--- src/rtl/pc_pkg.sv ---
// Shared types and default widths for the program-counter sequencer and its
// return-address stack.
package pc_pkg;

    typedef enum logic [2:0] {
        OP_SEQ  = 3'd0,
        OP_JMP  = 3'd1,
        OP_BR   = 3'd2,
        OP_CALL = 3'd3,
        OP_RET  = 3'd4,
        OP_HALT = 3'd5
    } op_e;

    typedef enum logic [1:0] {
        ST_RUN    = 2'd0,
        ST_HALTED = 2'd1,
        ST_FAULT  = 2'd2
    } pc_state_e;

    localparam int DEF_PC_WIDTH  = 4;
    localparam int DEF_RAS_DEPTH = 4;

endpackage

--- src/rtl/pc_ras.sv ---
// Return-address stack: LIFO of DEPTH entries with occupancy count.
// Only the count is reset; entry contents are meaningless until pushed.
module pc_ras
    import pc_pkg::*;
#(
    parameter int WIDTH = DEF_PC_WIDTH,
    parameter int DEPTH = DEF_RAS_DEPTH,
    parameter int CNT_W = $clog2(DEPTH + 1)
) (
    input  logic             clk,
    input  logic             reset,
    input  logic             push,
    input  logic             pop,
    input  logic [WIDTH-1:0] push_data,
    output logic [WIDTH-1:0] top,
    output logic [CNT_W-1:0] count,
    output logic             full,
    output logic             empty
);

    logic [WIDTH-1:0] mem [DEPTH];

    assign full  = (count == CNT_W'(DEPTH));
    assign empty = (count == '0);

    always_ff @(posedge clk) begin
        if (!reset) begin
            count <= '0;
        end else if (push && !full) begin
            count <= count + CNT_W'(1);
        end else if (pop && !empty) begin
            count <= count - CNT_W'(1);
        end
    end

    // Entry i is written when it is the next free slot.
    always_ff @(posedge clk) begin
        for (int i = 0; i < DEPTH; i++) begin
            if (push && !full && count == CNT_W'(i)) begin
                mem[i] <= push_data;
            end
        end
    end

    always_comb begin
        top = '0;
        for (int i = 0; i < DEPTH; i++) begin
            if (count == CNT_W'(i + 1)) begin
                top = mem[i];
            end
        end
    end

endmodule

--- src/rtl/pc_sequencer.sv ---
// Program counter with sequential advance, jump, relative branch, call/return
// through a return-address stack, and halt/fault states.
module pc_sequencer
    import pc_pkg::*;
#(
    parameter int                    PC_WIDTH  = DEF_PC_WIDTH,
    parameter logic [PC_WIDTH-1:0]   RESET_VEC = '0,
    parameter int                    STEP      = 1,
    parameter int                    RAS_DEPTH = DEF_RAS_DEPTH
) (
    input  logic                              clk,
    input  logic                              reset,
    input  logic                              stall,
    input  logic [2:0]                        op,
    input  logic [PC_WIDTH-1:0]               target,
    input  logic                              resume,
    output logic [PC_WIDTH-1:0]               pc_out,
    output logic                              halted,
    output logic                              fault,
    output logic [$clog2(RAS_DEPTH+1)-1:0]    ras_count,
    output logic                              ras_full,
    output logic                              ras_empty
);

    pc_state_e             state, state_nxt;
    logic [PC_WIDTH-1:0]   pc, pc_nxt;
    logic [PC_WIDTH-1:0]   pc_inc;
    logic [PC_WIDTH-1:0]   ras_top;
    logic signed [PC_WIDTH-1:0] br_off;
    logic                  push, pop;

    // Same-width add wraps modulo 2^PC_WIDTH, which is exactly the sign-extended
    // offset add the branch needs.
    assign pc_inc = pc + PC_WIDTH'(STEP);
    assign br_off = signed'(target);

    always_ff @(posedge clk) begin
        if (!reset) begin
            state <= ST_RUN;
            pc    <= RESET_VEC;
        end else begin
            state <= state_nxt;
            pc    <= pc_nxt;
        end
    end

    always_comb begin
        state_nxt = state;
        pc_nxt    = pc;
        push      = 1'b0;
        pop       = 1'b0;
        if (!stall) begin
            case (state)
                ST_RUN: begin
                    case (op)
                        OP_JMP:  pc_nxt = target;
                        OP_BR:   pc_nxt = pc + unsigned'(br_off);
                        OP_CALL: begin
                            if (ras_full) begin
                                state_nxt = ST_FAULT;
                            end else begin
                                push   = 1'b1;
                                pc_nxt = target;
                            end
                        end
                        OP_RET: begin
                            if (ras_empty) begin
                                state_nxt = ST_FAULT;
                            end else begin
                                pop    = 1'b1;
                                pc_nxt = ras_top;
                            end
                        end
                        OP_HALT: state_nxt = ST_HALTED;
                        default: pc_nxt = pc_inc;
                    endcase
                end
                ST_HALTED: begin
                    if (resume) begin
                        state_nxt = ST_RUN;
                        pc_nxt    = pc_inc;
                    end
                end
                default: ;
            endcase
        end
    end

    pc_ras #(
        .WIDTH (PC_WIDTH),
        .DEPTH (RAS_DEPTH)
    ) u_ras (
        .clk       (clk),
        .reset     (reset),
        .push      (push),
        .pop       (pop),
        .push_data (pc_inc),
        .top       (ras_top),
        .count     (ras_count),
        .full      (ras_full),
        .empty     (ras_empty)
    );

    assign pc_out = pc;
    assign halted = (state == ST_HALTED);
    assign fault  = (state == ST_FAULT);

endmodule

--- config.mk ---
export PLATFORM = sky130hd
export DESIGN_NAME = pc_sequencer
export DESIGN_NICKNAME = d
export VERILOG_FILES = /design/src/rtl/pc_pkg.sv /design/src/rtl/pc_ras.sv /design/src/rtl/pc_sequencer.sv
export SDC_FILE = /design/constraint.sdc
export NUM_CORES = 1
export LEC_CHECK = 0
export BUFFER_PORTS_ARGS = -buffer_cell sky130_fd_sc_hd__buf_2
export CAP_MARGIN = 20
export CORE_UTILIZATION = 37
export DETAILED_ROUTE_END_ITERATION = 16
export SYNTH_ARGS = -nofsm -noshare
export SYNTH_HDL_FRONTEND = slang
export SYNTH_SLANG_ARGS = --single-unit
--- constraint.sdc ---
create_clock -name clk -period 3.55 [get_ports clk]
set_input_delay 0.1775 -clock clk [delete_from_list [all_inputs] [get_ports clk]]
set_output_delay 0.1775 -clock clk [all_outputs]
set_load 0.05 [all_outputs]
==> metrics.md, run 1 <==
| Metric | Value |
|---|---|
| Status | `complete, no violations` |
| Slowest CP cell | `dfxtp_1` |
| Post-Synth Simple-Gate Area | `18.8%` |
| Maximum clock path buffer count | `2` |
| Drt total wl | `3.24 mm` |
| I/O pins | `22` |
| Post-route setup TNS | `0 ps` |
| Share of synthesized cell area in full adder, half adder and majority cells | `9.59%` |
| Clock Power Share | `25.5%` |
| Clock Sinks | `25` |
| Max-slew headroom | `34.7%` |
| Lkg Pwr | `0.667 nW` |
| Skew-Pair Late Insertion Delay | `270 ps` |
| Seq cells post-synth | `25` |
| Drt pass-1 iters | `4` |
| Clk pin slew, worst setup/hold paths | `90 ps` |
| WP data required | `3700 ps` |
| Worst Hold Class | `in -> reg` |
| CP startpoint kind | `flip-flop` |
| CTS buffer count | `3` |
| F_max | `455 MHz` |
| Psw | `193 uW` |
| Residual DRC | `0` |
| Synthesized area per cell | `10.2 um2` |
| Worst Setup SP | `u_ras.count[1]` |
| Root buffer cell | `clkbuf_8` |
| Synth Area in XOR/XNOR | `4.05%` |
| CORE AREA | `3800 um2` |
| Diode count | `0` |
| Cells along the critical path | `ha_1, ha_1, nor3b_1, a221oi_1, a21oi_1, a2111oi_0, o22ai_1` |
| Netlist cell types | `44` |
| Crit. End Element | `flip-flop` |
| DRT iter0 DRCs | `42` |
| Critical path type | `reg -> reg` |
| Share of post-route cells with drive strength above 1 | `18.5%` |
| Largest net degree at the start of global routing | `15` |
| Routability cong. | `0.794` |
| Largest stage delay on the critical path | `410 ps` |
| # Max-Cap Violations | `0` |
| PortBufs | `21` |
| GRT Total Usage | `17.1%` |
| Reg2reg start | `u_ras.count[1]` |
| Final core utilization | `44.7%` |
| Initial antenna violation count | `0` |
| CP Buf/Inv Count | `0` |
| Worst Tran Pin Value | `966 ps` |
| Pint | `452 uW` |
| GR Overflow Total | `0` |
| Commonest non-fill, non-tap cell in the layout | `buf_2` |
| Top delay family on crit path | `compound AO/OA/AOI/OAI gates` |
| Sequential area share after synthesis | `43.6%` |
| Synthesized netlist cell count | `148` |
| Worst hold start | `reset` |
| Final nets | `191` |
| RSZ-0062 raised after global routing | `no` |
| Die width | `66.0 um` |
| Die Height | `66.0 um` |
| Post-synthesis mux area share | `2.64%` |
| Setup Buffers After CTS | `0` |
| First-pass GRT wire length | `5.56 mm` |
| Final worst-path cycle share | `61.9%` |
| Die ar. | `4350 um2` |
| CTS H-Tree Depth | `1` |
| Post-DP HPWL | `2.56 mm` |
| DRT antenna net count | `0` |
| Sw Share | `29.9%` |
| Ys Warns | `0` |
| Vias per cell | `5.39` |
| DR WL/cell | `15.0 um` |
| Largest family of logic cells by synthesized area | `simple AND/OR/NAND/NOR gates` |
| Post_cts resized | `0` |
| CP max FO | `7` |
| Initial core utilization | `39.9%` |
| Comb power frac | `22.8%` |
| CTS tree | `done` |
| Fin crit period | `2200 ps` |
| Vias | `1164` |
| Slew Limit Fails | `0` |
| PwrDens | `380 nW/um2` |
| Worst IR drop on VDD | `0.155 mV` |
| Hold_buf cts | `0` |
| Post-synthesis compound-gate area fraction | `16.8%` |
| Setup-failing EPs final | `0` |
| Crit path arrival time | `2340 ps` |
| Worst Clk Skew | `6.99 ps` |
| Most frequent cells in the layout | `buf_2, edfxtp_1, nand2_1, inv_1, ha_1` |
| Post-Syn Area | `1510 um2` |
| Number of global-route vias before repair | `1122` |
| Hold Fails Final Rpt | `0` |
| Area growth from synthesis to layout | `12.1%` |
| CP most frequent cell | `ha_1` |
| Sequential power share | `51.6%` |
| Row count | `22` |
| Synth Net Count | `170` |
synthesized netlist by cell type:
| cell | number | area [um2] |
|---|---|---|
| a2111oi_0 | 1 | 8.76 |
| a211oi_1 | 2 | 15.0 |
| a21boi_0 | 2 | 15.0 |
| a21o_1 | 1 | 7.51 |
| a21oi_1 | 7 | 35.0 |
| a21oi_2 | 1 | 8.76 |
| a221oi_1 | 4 | 35.0 |
| a22oi_1 | 2 | 15.0 |
| a31o_2 | 1 | 8.76 |
| and2_1 | 1 | 6.26 |
| and3_1 | 2 | 12.5 |
| and3b_4 | 1 | 12.5 |
| and4_4 | 1 | 11.3 |
| buf_2 | 3 | 15.0 |
| buf_4 | 1 | 7.51 |
| clkbuf_1 | 1 | 3.75 |
| dfxtp_1 | 9 | 180 |
| edfxtp_1 | 16 | 480 |
| fa_1 | 1 | 20.0 |
| ha_1 | 10 | 125 |
| inv_1 | 11 | 41.3 |
| mux2i_1 | 4 | 40.0 |
| nand2_1 | 11 | 41.3 |
| nand2b_1 | 2 | 12.5 |
| nand3_1 | 4 | 20.0 |
| nand3_2 | 1 | 10.0 |
| nor2_1 | 6 | 22.5 |
| nor2b_1 | 7 | 43.8 |
| nor3_1 | 3 | 15.0 |
| nor3_2 | 1 | 10.0 |
| nor3b_1 | 2 | 15.0 |
| nor3b_2 | 1 | 12.5 |
| nor4_1 | 1 | 6.26 |
| nor4b_1 | 3 | 26.3 |
| o2111a_1 | 1 | 11.3 |
| o211ai_1 | 3 | 22.5 |
| o21a_1 | 1 | 7.51 |
| o21ai_0 | 8 | 40.0 |
| o221ai_1 | 1 | 8.76 |
| o22ai_1 | 1 | 6.26 |
| o32ai_1 | 1 | 8.76 |
| or4_1 | 1 | 7.51 |
| xnor2_1 | 3 | 26.3 |
| xor2_1 | 4 | 35.0 |
through the flow:
step | instance area (um2) | hold WS [ps] | total power, mW | cells | setup slack (ps)
after floorplan | 1510 | 327 | 0.448 | 148 | 1100
after global routing | 1700 | 280 | 0.682 | 216 | 1200
final | 1700 | 266 | 0.644 | 216 | 1350
after global placement | 1650 | 508 | 0.482 | 212 | 1520
after detailed placement | 1650 | 531 | 0.487 | 212 | 1380
after CTS | 1700 | 262 | 0.650 | 216 | 1370
sequential cells by signal, indices dropped and copies added, names as in the netlist:
signal	count
u_ras.mem	16
u_ras.count	3
state	2
pc_out	4
routing by layer:
metal  vias to the layer above  GRT usage (%)  part of all wire [%]
li1                        585              -                     -
met1                       545           23.9                    47
met2                        30           26.9                    47
met3                         4           1.38                   4.6
met4                         0           7.18                   1.7
met5                         -              0                     0
cell type report:
type / count / area, um2
Clock buffer: 4 / 45.0
Fill cell: 372 / 2100
Inverter: 11 / 41.3
Multi-Input combinational cell: 107 / 786
Sequential cell: 25 / 661
Tap cell: 48 / 60.1
Timing Repair Buffer: 21 / 105
worst paths after layout:
path                                  end  slack, ps  cells past startpoint
worst max-delay path            pc_out[3]       1350                      7
worst min-delay path             state[0]        270                      2
worst max register to register  pc_out[3]       1350                      7
worst min register to register  pc_out[3]        550                      2
power groups by stage:
stage / Clock, mW / Combinational (mW) / Sequential, mW
finish: 0.164 / 0.147 / 0.333
detailed placement: 0 / 0.147 / 0.340
global placement: 0 / 0.144 / 0.339
CTS: 0.169 / 0.147 / 0.333
global route: 0.185 / 0.163 / 0.335
floorplan: 0 / 0.0922 / 0.356
kinds of logic after synthesis:
group	Yosys count
adders and majority gates	11
DFF	25
muxes	4
and+or+nand+nor	48
AOI/OAI and AO/OA	37
xor gates and xnor gates	7
buffers and inverters	16
Power figures use the tool's default switching activity.
==> run 2, diff against run 1 <==
clock period = 1.8 ns   (was 3.55 ns; I/O delays follow)
==> run 2 against run 1 <==
Compared with the run above: via count is 6.6% higher; critical path type unchanged; largest power group unchanged; final cell count is 5.6% higher; highest routed layer unchanged; utilization is 5.9 points higher; non-clock buffer count is 12 higher; clock skew is 5.9 ps lower; sequential share of layout area is 3.8 points lower; critical endpoint unchanged.
==> metrics.md, run 2 (synthesized netlist as in run 1, its figures left out) <==
| Metric | Value |
|---|---|
| Status | `complete, no violations (unchanged)` |
| Critical path type | `reg -> reg (unchanged)` |
| Register area | `674 um2 (was 661 um2)` |
| Setup-failing EPs final | `0 (unchanged)` |
| Routability cong. | `0.777 (was 0.794)` |
| Uppermost layer routed | `met4 (unchanged)` |
| I/O pins | `22 (unchanged)` |
| Clock Power Share | `26.6% (was 25.5%)` |
| Hold Fails Final Rpt | `0 (unchanged)` |
| Root buffer cell | `clkbuf_8 (unchanged)` |
| WHS Endpoint | `u_ras.count[1] (was state[0])` |
| Worst hold start | `reset (unchanged)` |
| Pint | `922 uW (was 452 uW)` |
| CTS buffer count | `3 (unchanged)` |
| Finished Cell Area | `1920 um2 (was 1700 um2)` |
| Cell Count, Final, Fillers Out | `228 (was 216)` |
| Total power | `1.35 mW (was 644 uW)` |
| DR WL/cell | `15.5 um (was 15.0 um)` |
| Crit. End Element | `flip-flop (unchanged)` |
| R2R cell count | `7 (unchanged)` |
| Comb power frac | `25.1% (was 22.8%)` |
| Max reg flops | `16 (unchanged)` |
| DRT antenna net count | `0 (unchanged)` |
| Maximum clock path buffer count | `2 (unchanged)` |
| Die Height | `66.0 um (unchanged)` |
| Area growth from synthesis to layout | `27.0% (was 12.1%)` |
| Slew Limit Fails | `0 (unchanged)` |
| Largest net degree at the start of global routing | `17 (was 15)` |
| Psw | `429 uW (was 193 uW)` |
| Clock Sinks | `25 (unchanged)` |
| First-pass GRT wire length | `5.84 mm (was 5.56 mm)` |
| WL met2 | `1.65 mm (was 1.51 mm)` |
| Max-slew headroom | `76.3% (was 34.7%)` |
| Post-DP HPWL | `2.66 mm (was 2.56 mm)` |
| Most frequent cells in the layout | `buf_2, edfxtp_1, buf_4, nand2_1, inv_1 (was buf_2, edfxtp_1, nand2_1, inv_1, ha_1)` |
| Worst Hold Class | `in -> reg (unchanged)` |
| WP data required | `1960 ps (was 3700 ps)` |
| Diode count | `0 (unchanged)` |
| Worst Clk Skew | `1.08 ps (was 6.99 ps)` |
| CP startpoint kind | `flip-flop (unchanged)` |
| Initial antenna violation count | `0 (unchanged)` |
| Reg2reg setup slack | `2 ps (was 1350 ps)` |
| CTS H-Tree Depth | `1 (unchanged)` |
| RSZ-0062 raised after global routing | `yes (was no)` |
| F_max | `556 MHz (was 455 MHz)` |
| Sw Share | `31.7% (was 29.9%)` |
| Hold Path Depth | `2 (unchanged)` |
| Fin crit period | `1800 ps (was 2200 ps)` |
| Lkg Pwr | `0.747 nW (was 0.667 nW)` |
| Register with the most flip-flops | `u_ras.mem (unchanged)` |
| Multi-input logic area | `893 um2 (was 786 um2)` |
| Die ar. | `4350 um2 (unchanged)` |
| Die width | `66.0 um (unchanged)` |
| Final core utilization | `50.6% (was 44.7%)` |
| Worst Tran Pin Value | `355 ps (was 966 ps)` |
| Row count | `22 (unchanged)` |
| Hold_buf cts | `0 (unchanged)` |
| PwrDens | `702 nW/um2 (was 380 nW/um2)` |
| Vias per cell | `5.44 (was 5.39)` |
| Vias | `1241 (was 1164)` |
| Reg2reg start | `u_ras.count[1] (unchanged)` |
| CTS tree | `done (unchanged)` |
| DRT iter0 DRCs | `33 (was 42)` |
| Worst IR drop on VDD | `0.321 mV (was 0.155 mV)` |
| # Max-Cap Violations | `0 (unchanged)` |
| Clk pin slew, worst setup/hold paths | `90 ps (about the same)` |
| Wire length on met3 | `123 um (was 148 um)` |
| CORE AREA | `3800 um2 (unchanged)` |
| Reg2reg end | `pc_out[3] (unchanged)` |
| Commonest non-fill, non-tap cell in the layout | `buf_2 (unchanged)` |
| Drt pass-1 iters | `4 (unchanged)` |
| Crit path arrival time | `1960 ps (was 2340 ps)` |
| Filler cell count | `361 (was 372)` |
| Placed cell count | `223 (was 212)` |
| Drt total wl | `3.53 mm (was 3.24 mm)` |
| Final worst-path cycle share | `99.9% (was 61.9%)` |
| Skew-Pair Late Insertion Delay | `270 ps (about the same)` |
| Sequential power share | `48.3% (was 51.6%)` |
| Met1 wire length | `1.70 mm (was 1.53 mm)` |
| GRT Total Usage | `17.7% (was 17.1%)` |
| GR Overflow Total | `0 (unchanged)` |
| Placed Area | `1800 um2 (was 1650 um2)` |
| Share of post-route cells with drive strength above 1 | `37.8% (was 18.5%)` |
| Final nets | `203 (was 191)` |
| Initial core utilization | `39.9% (unchanged)` |
| Residual DRC | `0 (unchanged)` |
| CP max FO | `7 (unchanged)` |
| PortBufs | `21 (unchanged)` |
| Number of global-route vias before repair | `1219 (was 1122)` |
-- run 2: cell types whose count changed in the layout (fill, tap and decap cells not counted), sizes merged --
cell / delta
clkbuf: -1
clkinvlp: +1
buf: +12
-- run 2: worst max-delay path, stage by stage, from the launching register on --
cell	delay (ps)
dfxtp_4	400
ha_2	190
ha_4	200
nor3b_4	80
a221oi_2	260
a21oi_2	100
a2111oi_1	330
o22ai_1	120
-- run 2: area by class of cell --
cell class | count | area share [%]
multi-input cells | 107 | 46.5
flip-flops and latches | 25 | 35.1
well taps | 48 | 3.12
clock inverters | 1 | 0.455
clock buffers | 3 | 2.15
inverters | 11 | 2.60
repair buffers | 33 | 10.1
-- run 2: metrics by stage --
step / setup TNS, ps / hold WS, ps / setup WS [ps]
floorplan: -329 / 232 / -124
global placement: 0 / 445 / 20.6
detailed placement: -143 / 456 / -117
CTS: 0 / 159 / 2.43
global route: -140 / 170 / -71.6
finish: 0 / 161 / 2.32
-- run 2: worst max-delay path by stage --
| stage | start | end | slack (ps) | depth (start not counted) |
|---|---|---|---|---|
| after global routing | u_ras.count[1] | pc_out[1] | -70 | 7 |
| final | u_ras.count[1] | pc_out[3] | 2 | 7 |
| after CTS | u_ras.count[0] | pc_out[1] | 2 | 7 |
| after detailed placement | u_ras.count[0] | pc_out[1] | -120 | 7 |
| after global placement | u_ras.count[1] | pc_out[3] | 20 | 7 |
| after floorplan | u_ras.count[0] | pc_out[3] | -120 | 8 |
-- run 2: power by group through the flow --
stage               clock [mW]  sequential [mW]  combinational, mW
floorplan                    0            0.703              0.193
global placement             0            0.664              0.315
detailed placement           0            0.665              0.322
CTS                      0.363            0.652              0.331
global route             0.386            0.656              0.371
finish                   0.360            0.652              0.339
-- run 2: routing by layer --
layer  GRT usage (%)  up-vias
li1                -      615
met1            24.4      584
met2            28.6       36
met3            2.07        6
met4            6.12        0
met5               0        -
-- run 2: timing repair --
item                                    CTS  global route
pin swaps                                 5             4
endpoints found under the hold margin     0             0
endpoints found under the setup margin    2             5
buffers inserted                          0             1
resized for setup                         8             8
